**src/rtl/seg_page_ctrl.sv**
```systemverilog
// Page scheduler for the 8-digit scan driver: selects one of three data pages or a
// timed one-shot message, and applies leading-zero blanking and selected-digit blink.
module seg_page_ctrl #(
    parameter int unsigned BLINK_HALF = 24_999_999,
    parameter int unsigned MSG_HOLD   = 99_999_999
) (
    input  logic        sclk,
    input  logic        nrst,
    input  logic        page_next,
    input  logic [31:0] page0_data,
    input  logic [31:0] page1_data,
    input  logic [31:0] page2_data,
    input  logic        msg_req,
    input  logic [31:0] msg_data,
    input  logic        blink_en,
    input  logic [2:0]  blink_pos,
    input  logic        lz_blank,
    output logic [3:0]  bit_7,
    output logic [3:0]  bit_6,
    output logic [3:0]  bit_5,
    output logic [3:0]  bit_4,
    output logic [3:0]  bit_3,
    output logic [3:0]  bit_2,
    output logic [3:0]  bit_1,
    output logic [3:0]  bit_0,
    output logic [1:0]  page,
    output logic        msg_active
);

    localparam int unsigned HoldW  = (MSG_HOLD > 0) ? $clog2(MSG_HOLD + 1) : 1;
    localparam int unsigned BlinkW = (BLINK_HALF > 0) ? $clog2(BLINK_HALF + 1) : 1;

    localparam logic [3:0]  CodeBlank = 4'd10;
    localparam logic [31:0] AllBlank  = 32'hAAAA_AAAA;

    typedef enum logic [0:0] {
        StPage,
        StMsg
    } state_e;

    state_e              state_q, state_d;
    logic [1:0]          page_q, page_d;
    logic [HoldW-1:0]    hold_cnt_q, hold_cnt_d;
    logic [31:0]         msg_q, msg_d;
    logic [BlinkW-1:0]   blink_cnt_q, blink_cnt_d;
    logic                blink_ph_q, blink_ph_d;
    logic                blink_clr;
    logic [31:0]         disp_q, disp_d;
    logic [31:0]         page_word;
    logic                lead;

    // Mode FSM: page advance, message latch/restart/abort and hold timing.
    always_comb begin
        state_d    = state_q;
        page_d     = page_q;
        hold_cnt_d = hold_cnt_q;
        msg_d      = msg_q;
        unique case (state_q)
            StPage: begin
                if (page_next) begin
                    page_d = (page_q == 2'd2) ? 2'd0 : page_q + 2'd1;
                end
                if (msg_req) begin
                    state_d    = StMsg;
                    msg_d      = msg_data;
                    hold_cnt_d = '0;
                end
            end
            StMsg: begin
                // A new request outranks both the abort key and the hold expiry.
                if (msg_req) begin
                    msg_d      = msg_data;
                    hold_cnt_d = '0;
                end else if (page_next) begin
                    state_d    = StPage;
                    hold_cnt_d = '0;
                end else if (hold_cnt_q == HoldW'(MSG_HOLD)) begin
                    state_d    = StPage;
                    hold_cnt_d = '0;
                end else begin
                    hold_cnt_d = hold_cnt_q + HoldW'(1);
                end
            end
            default: begin
                state_d = StPage;
            end
        endcase
    end

    // Restart the blink on any page change or message exit so the digit shows at once.
    assign blink_clr = (page_d != page_q) || ((state_q == StMsg) && (state_d == StPage));

    // Blink timer next state: free-running half-period counter with phase toggle on wrap.
    always_comb begin
        blink_cnt_d = blink_cnt_q;
        blink_ph_d  = blink_ph_q;
        if (blink_clr) begin
            blink_cnt_d = '0;
            blink_ph_d  = 1'b0;
        end else if (blink_cnt_q == BlinkW'(BLINK_HALF)) begin
            blink_cnt_d = '0;
            blink_ph_d  = ~blink_ph_q;
        end else begin
            blink_cnt_d = blink_cnt_q + BlinkW'(1);
        end
    end

    // Display composition: page word with blanking and blink, or the raw message word.
    always_comb begin
        case (page_q)
            2'd1:    page_word = page1_data;
            2'd2:    page_word = page2_data;
            default: page_word = page0_data;
        endcase
        lead = 1'b1;
        for (int i = 7; i >= 1; i--) begin
            if (lz_blank && lead && (page_word[i*4 +: 4] == 4'd0)) begin
                page_word[i*4 +: 4] = CodeBlank;
            end else begin
                lead = 1'b0;
            end
        end
        for (int i = 0; i < 8; i++) begin
            if (blink_en && blink_ph_q && (blink_pos == 3'(i))) begin
                page_word[i*4 +: 4] = CodeBlank;
            end
        end
        disp_d = (state_q == StMsg) ? msg_q : page_word;
    end

    // State and output registers.
    always_ff @(posedge sclk or negedge nrst) begin
        if (!nrst) begin
            state_q     <= StPage;
            page_q      <= 2'd0;
            hold_cnt_q  <= '0;
            msg_q       <= AllBlank;
            blink_cnt_q <= '0;
            blink_ph_q  <= 1'b0;
            disp_q      <= AllBlank;
        end else begin
            state_q     <= state_d;
            page_q      <= page_d;
            hold_cnt_q  <= hold_cnt_d;
            msg_q       <= msg_d;
            blink_cnt_q <= blink_cnt_d;
            blink_ph_q  <= blink_ph_d;
            disp_q      <= disp_d;
        end
    end

    assign bit_7      = disp_q[31:28];
    assign bit_6      = disp_q[27:24];
    assign bit_5      = disp_q[23:20];
    assign bit_4      = disp_q[19:16];
    assign bit_3      = disp_q[15:12];
    assign bit_2      = disp_q[11:8];
    assign bit_1      = disp_q[7:4];
    assign bit_0      = disp_q[3:0];
    assign page       = page_q;
    assign msg_active = (state_q == StMsg);

endmodule
```
**config.mk**
```make
export PLATFORM = sky130hd
export DESIGN_NAME = seg_page_ctrl
export DESIGN_NICKNAME = d
export VERILOG_FILES = /design/src/rtl/seg_page_ctrl.sv
export SDC_FILE = /design/constraint.sdc
export NUM_CORES = 1
export LEC_CHECK = 0
export CAP_MARGIN = 20
export CORE_ASPECT_RATIO = 1.75
export CORE_MARGIN = 2
export CORE_UTILIZATION = 35
export DETAILED_ROUTE_END_ITERATION = 8
export PLACE_DENSITY = 0.68
export SYNTH_ARGS = -nofsm -noshare
export SYNTH_HDL_FRONTEND = slang
export SYNTH_SLANG_ARGS = --single-unit
```
**constraint.sdc**
```tcl
create_clock -name sclk -period 4.89 [get_ports sclk]
set_input_delay 0.978 -clock sclk [delete_from_list [all_inputs] [get_ports sclk]]
set_output_delay 0.978 -clock sclk [all_outputs]
set_load 0.01 [all_outputs]
```
==> results of run 1 <==
## through the flow
step | utilization, % | total power, uW | instances | hold slack [ns]
after detailed placement | 46.34 | 2429 | 1004 | 0.4605
after CTS | 49.97 | 3785 | 1036 | 0.4737
after floorplan | - | 1896 | 631 | 0.4362
final | 50.09 | 3747 | 1039 | 0.4699
after global placement | 46.34 | 2415 | 1004 | 0.4588
after global routing | 50.07 | 3924 | 1038 | 0.4873
## how the worst max path moves through the flow
stage / end / slack [ns] / cells past startpoint
6_report: disp_q[7] / 1.61 / 7
5_1_grt: disp_q[5] / 1.33 / 7
4_1_cts: disp_q[7] / 1.55 / 7
3_5_place_dp: disp_q[7] / 1.55 / 7
3_3_place_gp: disp_q[5] / 1.73 / 7
2_1_floorplan: disp_q[13] / 2.53 / 8
## final cells by class
cell class / count / area, sq um
Sequential cell: 120 / 3043
Tap cell: 231 / 289.0
Inverter: 16 / 60.06
Fill cell: 1639 / 8673
Antenna cell: 2 / 5.005
Clock inverter: 9 / 172.7
Clock buffer: 23 / 457.9
Multi-Input combinational cell: 459 / 2904
Timing Repair Buffer: 179 / 1772
## worst max-delay path: stages (launching register included)
cell and delay, ns:
dfrtp_1 0.41, inv_1 0.11, ha_2 1.03, mux2i_1 0.37, nand4_1 0.22, nor3_1 0.57, nand3_1 0.23, o21ai_0 0.25
## synth_stat cells (14+ instances only)
cell and instances:
o21ai_0 58, xnor2_1 14, inv_1 16, mux2i_1 19, nand2_1 77, a22o_1 22
dfrtp_1 88, a21oi_1 16, nand3_1 28, dfstp_2 32, clkbuf_1 24, a31oi_1 14
nor2_1 58, mux2_2 26
## routing by layer
layer	vias to the layer above	part of all wire, %	GRT usage, %
met4	0	2.1	8.000
met1	2724	37	22.10
met5	-	0	0
met2	142	57	39.82
li1	2593	-	-
met3	29	3.8	4.206
## state kept, by name (all words and copies together), names as in the netlist
name and flops:
disp_q 32, msg_q 32, hold_cnt_q 27, blink_cnt_q 25, page 2, blink_ph_q 1
msg_active 1
## kinds of logic (layout without fill, tap and decap cells)
logic type	count (synthesis)	in the layout	share of synthesized area, %
AOI/OAI and AO/OA	157	157	16.78
xor gates and xnor gates	26	26	3.689
adders and majority gates	6	6	1.216
buffers and inverters	52	227	3.709
DFF	120	120	49.29
muxes	45	45	7.823
other	0	2	0
and+or+nand+nor	225	225	17.49
## power by group
part           switching (uW)  internal, uW
clock network             432           915
logic                     646           548
registers                63.9          1140
total                    1140          2600
==> flow_metrics.tcl, run 1 <==
set metrics [dict create \
    status "finished, final reports clean" \
    post-route-period-util_pct 67.15 \
    vias 5488 \
    cts.sinks 120 \
    ctsRootBufferMaster "clkbuf_16" \
    wl_um 19330 \
    gr-total-overflow 0 \
    endpoint_kind "register" \
    ys_types 51 \
    cts_tree "yes" \
    cp-start-kind "register" \
    drive_above_1_share_pct 13.15 \
    ys_dominant_reg_cell "dfrtp_1" \
    initial_core_util_pct 35.53 \
    setup_viol 0 \
    grt_max_degree 48 \
    fin_ws_ns 1.606 \
    clock_latency_ns 0.41 \
    synth_warnings 0 \
    numCtsBuffers 17 \
    r2r-end "disp_q[7]" \
    drtIter0Drc 298 \
    firstDrtPassIters 6 \
    cts-htree-levels 4 \
    final_hold_viol_count 0 \
    drc 0 \
    syn_avg_cell_area_sq_um 9.784 \
    p_leak_uw 0.003576 \
    fp-row-count 64 \
    antenna_left 0 \
    routedWlPerCell_um 18.61 \
    maxSlewViolCount 0 \
    cap_violations 0 \
    hold_path_class "reg2reg" \
    worst-setup-path-type "reg2reg" \
    clock-skew-final_ns 0.01168 \
    io_buffer_count 171 \
    ff2ff_path_depth 7 \
    required_ns 5.21 \
    holdBufCountCts 0 \
    global_route.usage.total_pct 20.88 \
    worstPathMaxFanout 47 \
    clock.fmax_mhz 304.5 \
    finalSetupTns_ns 0 \
    whs_endpoint "hold_cnt_q[23]" \
    synthTopCellsByArea "dfrtp_1, dfstp_2, mux2_2" \
    place_congestion 0.8621 \
    hpwlAfterDp_um 14600 \
    cts_resized 0 \
    core-area_sq_um 17380 \
    async_flop_share_pct 100.0 \
    die_y_um 179.7 \
    pre_cts_slack_ns 1.549 \
    hold_depth 1 \
    p_per_area_nw_per_um2 430.5 \
    reg2reg_from "page[1]" \
    mostFrequentLayoutCell "clkdlybuf4s50_1" \
    rsz0062_at_grt "no" \
    synth_top_area_cell "dfrtp_1" \
    cts_buffer_depth 2 \
    die_w_um 104.4 \
    min-delay-start "hold_cnt_q[23]" \
    final_cell_mix "clkdlybuf4s50_1, dfrtp_1, nand2_1" \
    post-cts-setup-buffers 0 \
    syn_inst 631 \
    worstPathArrival_ns 3.61 \
    synth_edf_count 0 \
    worstMarginPinSlew_ns 1.034 \
    synth_seq_cells 120 \
    io_pins 172 \
    max_slew_margin_pct 31.09 \
    syn-num-nets 774 \
    antenna_found_initial 2 \
    syn2layout_area_growth_pct 40.98 \
    via_per_inst 5.282 \
    place_area_sq_um 8053 \
    synth_top_area_share_pct 35.67 \
    nets 936 \
    r2r_slack_ns 1.61 \
    fin_crit_ns 3.284 \
    cp-startpoint "page[1]" \
    syn-cell-area_sq_um 6173 \
    final_cell_area_sq_um 8703 \
    grt_pass1_wl_um 30370 \
    clkTransAtPathRegs_ns 0.05 \
    ys_seq_area_share_pct 49.29 \
    die-area_sq_um 18760 \
    grt_pass1_vias 5577 \
    ir_worst_vdd_mv 0.2324 \
]
Power figures use the tool's default switching activity.
==> run 2, diff against run 1 <==
--- a/config.mk
+++ b/config.mk
@@ -10,7 +10,7 @@
 export CORE_MARGIN = 2
 export CORE_UTILIZATION = 35
 export DETAILED_ROUTE_END_ITERATION = 8
-export PLACE_DENSITY = 0.68
+export PLACE_DENSITY = 0.71
 export SYNTH_ARGS = -nofsm -noshare
 export SYNTH_HDL_FRONTEND = slang
 export SYNTH_SLANG_ARGS = --single-unit
==> constraint.sdc (replaced) <==
create_clock -name sclk -period 3 [get_ports sclk]
set_input_delay 0.6 -clock sclk [delete_from_list [all_inputs] [get_ports sclk]]
set_output_delay 0.6 -clock sclk [all_outputs]
set_load 0.01 [all_outputs]
==> run 2 against run 1 <==
Compared with the run above:
- design area increased by 1.4%
- critical path depth increased by 1
- first-iteration DRC count decreased by 12%
- final cell count increased by 0.87%
- via count increased by 0.11%
- maximum frequency increased by 19%
- highest routed layer unchanged
- global-route usage decreased by 0.078 points
- critical path type unchanged
==> flow_metrics.tcl, run 2 (same netlist as run 1, synthesis figures left out) <==
set metrics [dict create \
    worstPathArrival_ns 3.07 \
    grt_pass1_wl_um 30040 \
    drtIter0Drc 263 \
    clock.fmax_mhz 363.6 \
    hpwlAfterDp_um 14790 \
    top_regs "disp_q (32), msg_q (32), hold_cnt_q (27)" \
    syn2layout_area_growth_pct 42.99 \
    die-area_sq_um 18760 \
    worstPathMaxFanout 24 \
    cts_tree "yes" \
    final_cell_mix "clkdlybuf4s50_1, dfrtp_1, nand2_1" \
    ctsRootBufferMaster "clkbuf_16" \
    grt_pass1_vias 5411 \
    worst-setup-path-type "reg2reg" \
    global_route.usage.total_pct 20.80 \
    wl_um 19580 \
    ir_worst_vdd_mv 0.3501 \
    die_w_um 104.4 \
    rsz0062_at_grt "no" \
    numCtsBuffers 17 \
    required_ns 3.32 \
    cts_buffer_depth 2 \
    cp_common_cell "nand3_1" \
    cts-htree-levels 4 \
    initial_core_util_pct 35.53 \
    clock_latency_ns 0.41 \
    path_cells "inv_1 > ha_2 > buf_4 > mux2i_1 > nand3_1 > nor3_1 > nand3_1 > o21ai_0" \
    finalCoreUtilization_pct 50.80 \
    fp-row-count 64 \
    antenna_found_initial 1 \
    drc 0 \
    holdBufCountCts 0 \
    finalSetupTns_ns 0 \
    firstDrtPassIters 5 \
    antenna_left 0 \
    clock-skew-final_ns 0.01177 \
    worstMarginPinSlew_ns 0.6689 \
    io_pins 172 \
    cts_resized 0 \
    drive_above_1_share_pct 14.58 \
    slowest_stage "ha_2" \
    cts.sinks 120 \
    io_buffer_count 171 \
    place_congestion 0.8770 \
    final_cell_area_sq_um 8827 \
    hold_path_class "in2async" \
    status "finished, final reports clean" \
    clkTransAtPathRegs_ns 0.06 \
    final_hold_viol_count 0 \
    place_area_sq_um 8153 \
    p_leak_uw 0.003650 \
    gr-total-overflow 0 \
    p_per_area_nw_per_um2 700.6 \
    nFillCells 1635 \
    max_slew_margin_pct 54.99 \
    fin_crit_ns 2.750 \
    holdWs_ns 0.1730 \
    grt_max_degree 54 \
    post-cts-setup-buffers 0 \
    maxSlewViolCount 0 \
    cp-start-kind "register" \
    mostFrequentLayoutCell "clkdlybuf4s50_1" \
    cp_slowest_stage_delay_ns 0.73 \
    post-route-period-util_pct 91.68 \
    die_y_um 179.7 \
    cap_violations 0 \
    setup_viol 0 \
    via_per_inst 5.242 \
    routedWlPerCell_um 18.69 \
    nets 946 \
    core-area_sq_um 17380 \
    vias 5494 \
    endpoint_kind "register" \
]
## run 2: cell types whose count changed in the layout (fill, tap and decap cells not counted), sizes merged
cell and delta:
diode -1, clkbuf +1, bufinv -1, buf +10
## run 2: layer usage
layer | up-vias | share of wire, % | GRT usage, %
met2 | 136 | 56 | 38.82
met5 | - | 0 | 0
met1 | 2715 | 37 | 22.32
met4 | 0 | 2.9 | 9.351
met3 | 29 | 3.4 | 3.952
li1 | 2614 | - | -
## run 2: cell type report
type	instances	area (sq um)	share of cell area (%)
flip-flops and latches	120	3043	34.47
multi-input cells	459	2904	32.90
repair buffers	189	1884	21.35
clock buffers	24	501.7	5.684
well taps	231	289.0	3.274
clock inverters	8	142.6	1.616
inverters	16	60.06	0.6804
diodes	1	2.502	0.02835
## run 2: through the flow
stage,power (uW),worst slack [ns],std cells
floorplan,3090,0.6419,631
global placement,3934,0.3263,1014
detailed placement,3969,0.1752,1014
CTS,6200,0.1433,1046
global route,6490,0.05239,1048
finish,6184,0.2497,1048
## run 2: final timing paths
check | start | slack, ns | to | cells after the start
max | page[0] | 0.25 | disp_q[5] | 8
min | nrst | 0.17 | disp_q[0] | 1
max reg2reg | page[0] | 0.25 | disp_q[5] | 8
min reg2reg | hold_cnt_q[23] | 0.47 | hold_cnt_q[23] | 1
max in group asynchronous | nrst | 2.01 | disp_q[21] | 2
min in group sclk | hold_cnt_q[23] | 0.47 | hold_cnt_q[23] | 1
## run 2: worst max-delay path, delay by kind of cell (launching register included)
kind,cells,cell delay [ns]
buffers and inverters,2,0.40
DFF,1,0.44
muxes,1,0.25
AOI/OAI and AO/OA,1,0.25
adders and majority gates,1,0.73
and+or+nand+nor,3,0.57
## run 2: report_power, final
part,switching (uW),internal (uW),leakage (uW),total [uW]
registers,108,1860,0.00149,1970
logic,1050,960,0.00185,2010
clock network,710,1500,0.000316,2210
total,1870,4320,0.00365,6180
==> run 3, diff against run 2 <==
--- a/config.mk
+++ b/config.mk
@@ -5,6 +5,7 @@
 export SDC_FILE = /design/constraint.sdc
 export NUM_CORES = 1
 export LEC_CHECK = 0
+export ABC_AREA = 0
 export CAP_MARGIN = 20
 export CORE_ASPECT_RATIO = 1.75
 export CORE_MARGIN = 2
==> results of run 3 <==
Same layout as run 2: the final DEF is identical, and so are final timing and power.
